--- config.mk ---
export PLATFORM = sky130hd
export DESIGN_NAME = serial_sub_ctrl
export DESIGN_NICKNAME = d
export VERILOG_FILES = /design/src/rtl/serial_sub_ctrl.sv
export SDC_FILE = /design/constraint.sdc
export NUM_CORES = 1
export LEC_CHECK = 0
export BUFFER_PORTS_ARGS = -buffer_cell sky130_fd_sc_hd__buf_4
export CAP_MARGIN = 10
export CORE_MARGIN = 3
export CORE_UTILIZATION = 49
export DETAILED_ROUTE_END_ITERATION = 10
export PLACE_DENSITY = 0.8
export SYNTH_ARGS = -nofsm -noshare
export SYNTH_HDL_FRONTEND = slang
export SYNTH_SLANG_ARGS = --single-unit
--- constraint.sdc ---
create_clock -name clk -period 1.6 [get_ports clk]
set_clock_uncertainty 0.2 [all_clocks]
set_input_delay 0.16 -clock clk [delete_from_list [all_inputs] [get_ports clk]]
set_output_delay 0.16 -clock clk [all_outputs]
set_load 0.03 [all_outputs]
--- src/rtl/serial_sub_ctrl.sv ---
// Bit-serial subtractor: one full-subtractor cell reused LSB-first over WIDTH clocks.
// Optional signed-overflow output is enabled by defining SERIAL_SUB_OVF_EN.
module serial_sub_ctrl #(
  parameter int WIDTH = 8
) (
  input  logic             clk,
  input  logic             rst_n,
  input  logic             start,
  input  logic [WIDTH-1:0] a,
  input  logic [WIDTH-1:0] b,
  input  logic             bin,
  output logic             busy,
  output logic             done,
  output logic [WIDTH-1:0] diff,
  output logic             bout
`ifdef SERIAL_SUB_OVF_EN
  ,
  output logic             ovf
`endif
);

  localparam int CW = (WIDTH > 1) ? $clog2(WIDTH) : 1;

  typedef enum logic [1:0] {
    IDLE = 2'd0,
    RUN  = 2'd1,
    DONE = 2'd2
  } state_t;

  state_t state, state_next;

  logic [WIDTH-1:0] sa;
  logic [WIDTH-1:0] sb;
  logic [WIDTH-1:0] res;
  logic             borrow;
  logic [CW-1:0]    cnt;

  logic             d_bit;
  logic             b_bit;
  logic             last_step;
  logic [WIDTH-1:0] res_shift;

`ifdef SERIAL_SUB_OVF_EN
  logic             a_msb;
  logic             b_msb;
`endif

  function automatic logic fs_diff(input logic x, input logic y, input logic bi);
    return x ^ y ^ bi;
  endfunction

  function automatic logic fs_borrow(input logic x, input logic y, input logic bi);
    return (~x & y) | (~(x ^ y) & bi);
  endfunction

  assign d_bit     = fs_diff(sa[0], sb[0], borrow);
  assign b_bit     = fs_borrow(sa[0], sb[0], borrow);
  assign res_shift = {d_bit, res[WIDTH-1:1]};
  assign last_step = (cnt == CW'(WIDTH - 1));

  assign busy = (state != IDLE);
  assign done = (state == DONE);

  always_ff @(posedge clk or negedge rst_n) begin
    if (!rst_n) state <= IDLE;
    else        state <= state_next;
  end

  always_comb begin
    state_next = state;
    case (state)
      IDLE:    if (start) state_next = RUN;
      RUN:     if (last_step) state_next = DONE;
      DONE:    state_next = IDLE;
      default: state_next = IDLE;
    endcase
  end

  // Operand shifters, borrow flop and step counter
  always_ff @(posedge clk or negedge rst_n) begin
    if (!rst_n) begin
      sa     <= '0;
      sb     <= '0;
      res    <= '0;
      borrow <= 1'b0;
      cnt    <= '0;
    end else begin
      case (state)
        IDLE: begin
          if (start) begin
            sa     <= a;
            sb     <= b;
            borrow <= bin;
            res    <= '0;
            cnt    <= '0;
          end
        end
        RUN: begin
          sa     <= {1'b0, sa[WIDTH-1:1]};
          sb     <= {1'b0, sb[WIDTH-1:1]};
          res    <= res_shift;
          borrow <= b_bit;
          cnt    <= cnt + CW'(1);
        end
        default: ;
      endcase
    end
  end

  // Result registers change only on the final step so partial sums never show
  always_ff @(posedge clk or negedge rst_n) begin
    if (!rst_n) begin
      diff <= '0;
      bout <= 1'b0;
    end else if (state == RUN && last_step) begin
      diff <= res_shift;
      bout <= b_bit;
    end
  end

`ifdef SERIAL_SUB_OVF_EN
  // Operand MSBs are shifted out of sa/sb, so keep copies for the overflow test
  always_ff @(posedge clk or negedge rst_n) begin
    if (!rst_n) begin
      a_msb <= 1'b0;
      b_msb <= 1'b0;
      ovf   <= 1'b0;
    end else begin
      if (state == IDLE && start) begin
        a_msb <= a[WIDTH-1];
        b_msb <= b[WIDTH-1];
      end
      if (state == RUN && last_step)
        ovf <= (a_msb != b_msb) && (res_shift[WIDTH-1] != a_msb);
    end
  end
`endif

endmodule

==> impl_metrics.json <==
{
  "clk_pin_slew_ns": 0.12,
  "grt_usage_pct": 20.7,
  "clk_latency_ns": 0.35,
  "num_rows": 20,
  "tightest_slew_ns": 0.491,
  "max-clock-path-buffers": 2,
  "crit_fanout": 3,
  "firstDrtPassIters": 4,
  "rsz0062_at_grt": "no",
  "totalWireLength_mm": 3.98,
  "syn_area_sq_um": 1680,
  "fin_area_sq_um": 2260,
  "cts_tree": "built",
  "ios": 31,
  "cts_max_level": 2,
  "nNetsFinal": 220,
  "drt_iter0_drc": 109,
  "synth_largest_area_cell": "dfrtp_1",
  "dieArea_sq_um": 4170,
  "path_class": "register to register",
  "fin_crit_sh_pct": 98.3,
  "yosysMostFrequentCell": "dfrtp_1",
  "io_buffers": 30,
  "synth_edf_count": 0,
  "antenna_found_initial": 0,
  "hold_violations": 0,
  "yosys-top-cells-count": "dfrtp_1 (38), o22ai_1 (26), a21oi_1 (14), a22o_1 (9), mux2_2 (9)",
  "wire_per_inst_um": 16.4,
  "grt_overflow": 0,
  "synth_nets": 163,
  "viasPerCell": 5.62,
  "place_hpwl_mm": 2.56,
  "critPathRequiredTime_ns": 1.63,
  "grt_pass1_vias": 1430,
  "max_freq_mhz": 636,
  "synthArstFlopShare_pct": 100,
  "final_antenna_net_count": 0,
  "core_area_sq_um": 3150,
  "ys_seq_area_share_pct": 56.5,
  "crit_arrival_ns": 1.60,
  "synth-seq-cells": 38,
  "num_vias": 1361,
  "cts-root-buf": "clkbuf_4",
  "cap_viol_max_count": 0,
  "pwr_density_cell_nw_per_um2": 1830,
  "crit_path_start_kind": "register",
  "numClockSinks": 38,
  "syn_avg_cell_area_sq_um": 12.0,
  "syn_inst": 140,
  "cts_buffers": 5,
  "crit_path_end_kind": "register",
  "ir_worst_vdd_mv": 1.11,
  "drive_gt1_share_pct": 36.4,
  "ys_warn_count": 0,
  "start_util_pct": 53.3,
  "fin_setup_tns_ns": 0,
  "gp_congestion": 0.765,
  "die_w_um": 64.6,
  "post-route-drc-count": 0,
  "syn2layout_area_growth_pct": 34.3,
  "slew_headroom_pct": 67.3,
  "synth_ff_type": "dfrtp_1",
  "synth_top_area_share_pct": 56.5,
  "fp.dieH_um": 64.6,
  "synthTopCellsByArea": "dfrtp_1 (57%), o22ai_1 (9.7%), mux2_2 (6.0%), a22o_1 (4.7%), a21oi_1 (4.2%)",
  "grt_first_pass_wirelength_mm": 6.60,
  "hp-class": "input port to register",
  "regArea_sq_um": 955,
  "synthDistinctLibCells": 26,
  "place_area_sq_um": 1940,
  "nFillCells": 233,
  "grt_max_degree": 39,
  "leakagePower_nw": 1.03,
  "min_period_ns": 1.57,
  "status": "completed",
  "multi_input_area_sq_um": 666,
  "slew_viol_final": 0,
  "antenna_cells": 0,
  "setup_violations": 0
}
-- critical path, cell delays in order (launching register included) --
cell,delay [ns]
dfrtp_2,0.46
fa_1,0.52
mux2_2,0.28
-- layer usage --
| metal | global-route usage (%) | vias up | routed length (um) |
|---|---|---|---|
| met1 | 24.4 | 673 | 1660 |
| met5 | 0 | - | 0 |
| met4 | 6.07 | 0 | 62 |
| met3 | 6.07 | 8 | 193 |
| li1 | - | 639 | - |
| met2 | 36.6 | 41 | 2060 |
-- stage by stage --
stage | cells | hold slack, ns | setup WS, ns | power, mW | utilization [%]
CTS | 241 | 0.0355 | 0.000695 | 4.08 | 70.9
finish | 242 | 0.0452 | 0.0269 | 4.13 | 71.6
global route | 242 | 0.0674 | 0.0000310 | 4.40 | 71.6
detailed placement | 212 | -0.0535 | -0.0608 | 3.43 | 61.6
floorplan | 140 | -0.336 | 0.00983 | 2.91 | -
global placement | 212 | -0.0544 | 0.00970 | 3.32 | 61.6
-- layout by cell type, fill, tap and decap left out, types with 3 or more instances in the layout --
cell type       n
dfrtp_1        35
dfrtp_2         3
dlygate4sd3_1  17
nand2_1         4
a21oi_1        14
a22o_1          9
o22ai_1        26
nor2_1          3
clkbuf_4        5
inv_1           5
o21ai_0         6
mux2_2          9
buf_4          40
-- path summary, 6_finish.rpt --
kind | endpoint | cells after the start | from | slack [ns]
min in group asynchronous | sa[4]$_DFFE_PN0P_ | 2 | rst_n | 0.11
max in group asynchronous | state[0]$_DFFE_PN0P_ | 2 | rst_n | 0.73
worst min register to register | sa[7]$_DFFE_PN0P_ | 2 | sa[7]$_DFFE_PN0P_ | 0.32
worst min-delay path | borrow$_DFFE_PN0P_ | 4 | bin | 0.05
worst max-delay path | diff[7]$_DFFE_PN0P_ | 2 | sa[0]$_DFFE_PN0P_ | 0.03
worst max register to register | diff[7]$_DFFE_PN0P_ | 2 | sa[0]$_DFFE_PN0P_ | 0.03
-- where the power goes --
group	switching, mW	internal, mW	total (mW)	leakage [nW]
Sequential	0.325	1.40	1.72	0.463
Combinational	0.980	0.908	1.89	0.535
Clock	0.310	0.211	0.521	0.0343
Total	1.61	2.52	4.13	1.03
-- kinds of logic (layout without fill, tap and decap cells) --
logic type	after synthesis	count (layout)	synth area share, %
AOI/OAI and AO/OA	59	59	22.8
DFF	38	38	56.5
buffers and inverters	17	74	6.40
and+or+nand+nor	14	15	5.58
muxes	9	9	6.03
adders and majority gates	3	3	2.68
-- layout make-up --
| cell class | instances | share of cell area (%) |
|---|---|---|
| Clock inverter | 2 | 0.554 |
| Clock buffer | 6 | 2.27 |
| Inverter | 7 | 1.16 |
| Multi-Input combinational cell | 86 | 29.5 |
| Tap cell | 44 | 2.44 |
| Timing Repair Buffer | 59 | 21.8 |
| Sequential cell | 38 | 42.3 |
-- registers in the layout, indices dropped and copies added (netlist names) --
| register | flops |
|---|---|
| borrow | 1 |
| bout | 1 |
| cnt | 3 |
| diff | 8 |
| res | 7 |
| sa | 8 |
| sb | 8 |
| state | 2 |
-- what timing repair did --
action | in CTS | in global routing
pin swaps | 1 | 0
endpoints found under the hold margin | 54 | 0
setup buffers | 3 | 1
gates cloned | 1 | 0
setup endpoints to repair | 23 | 4
resized for setup | 5 | 6
hold buffers | 17 | 0
Power figures use the tool's default switching activity.
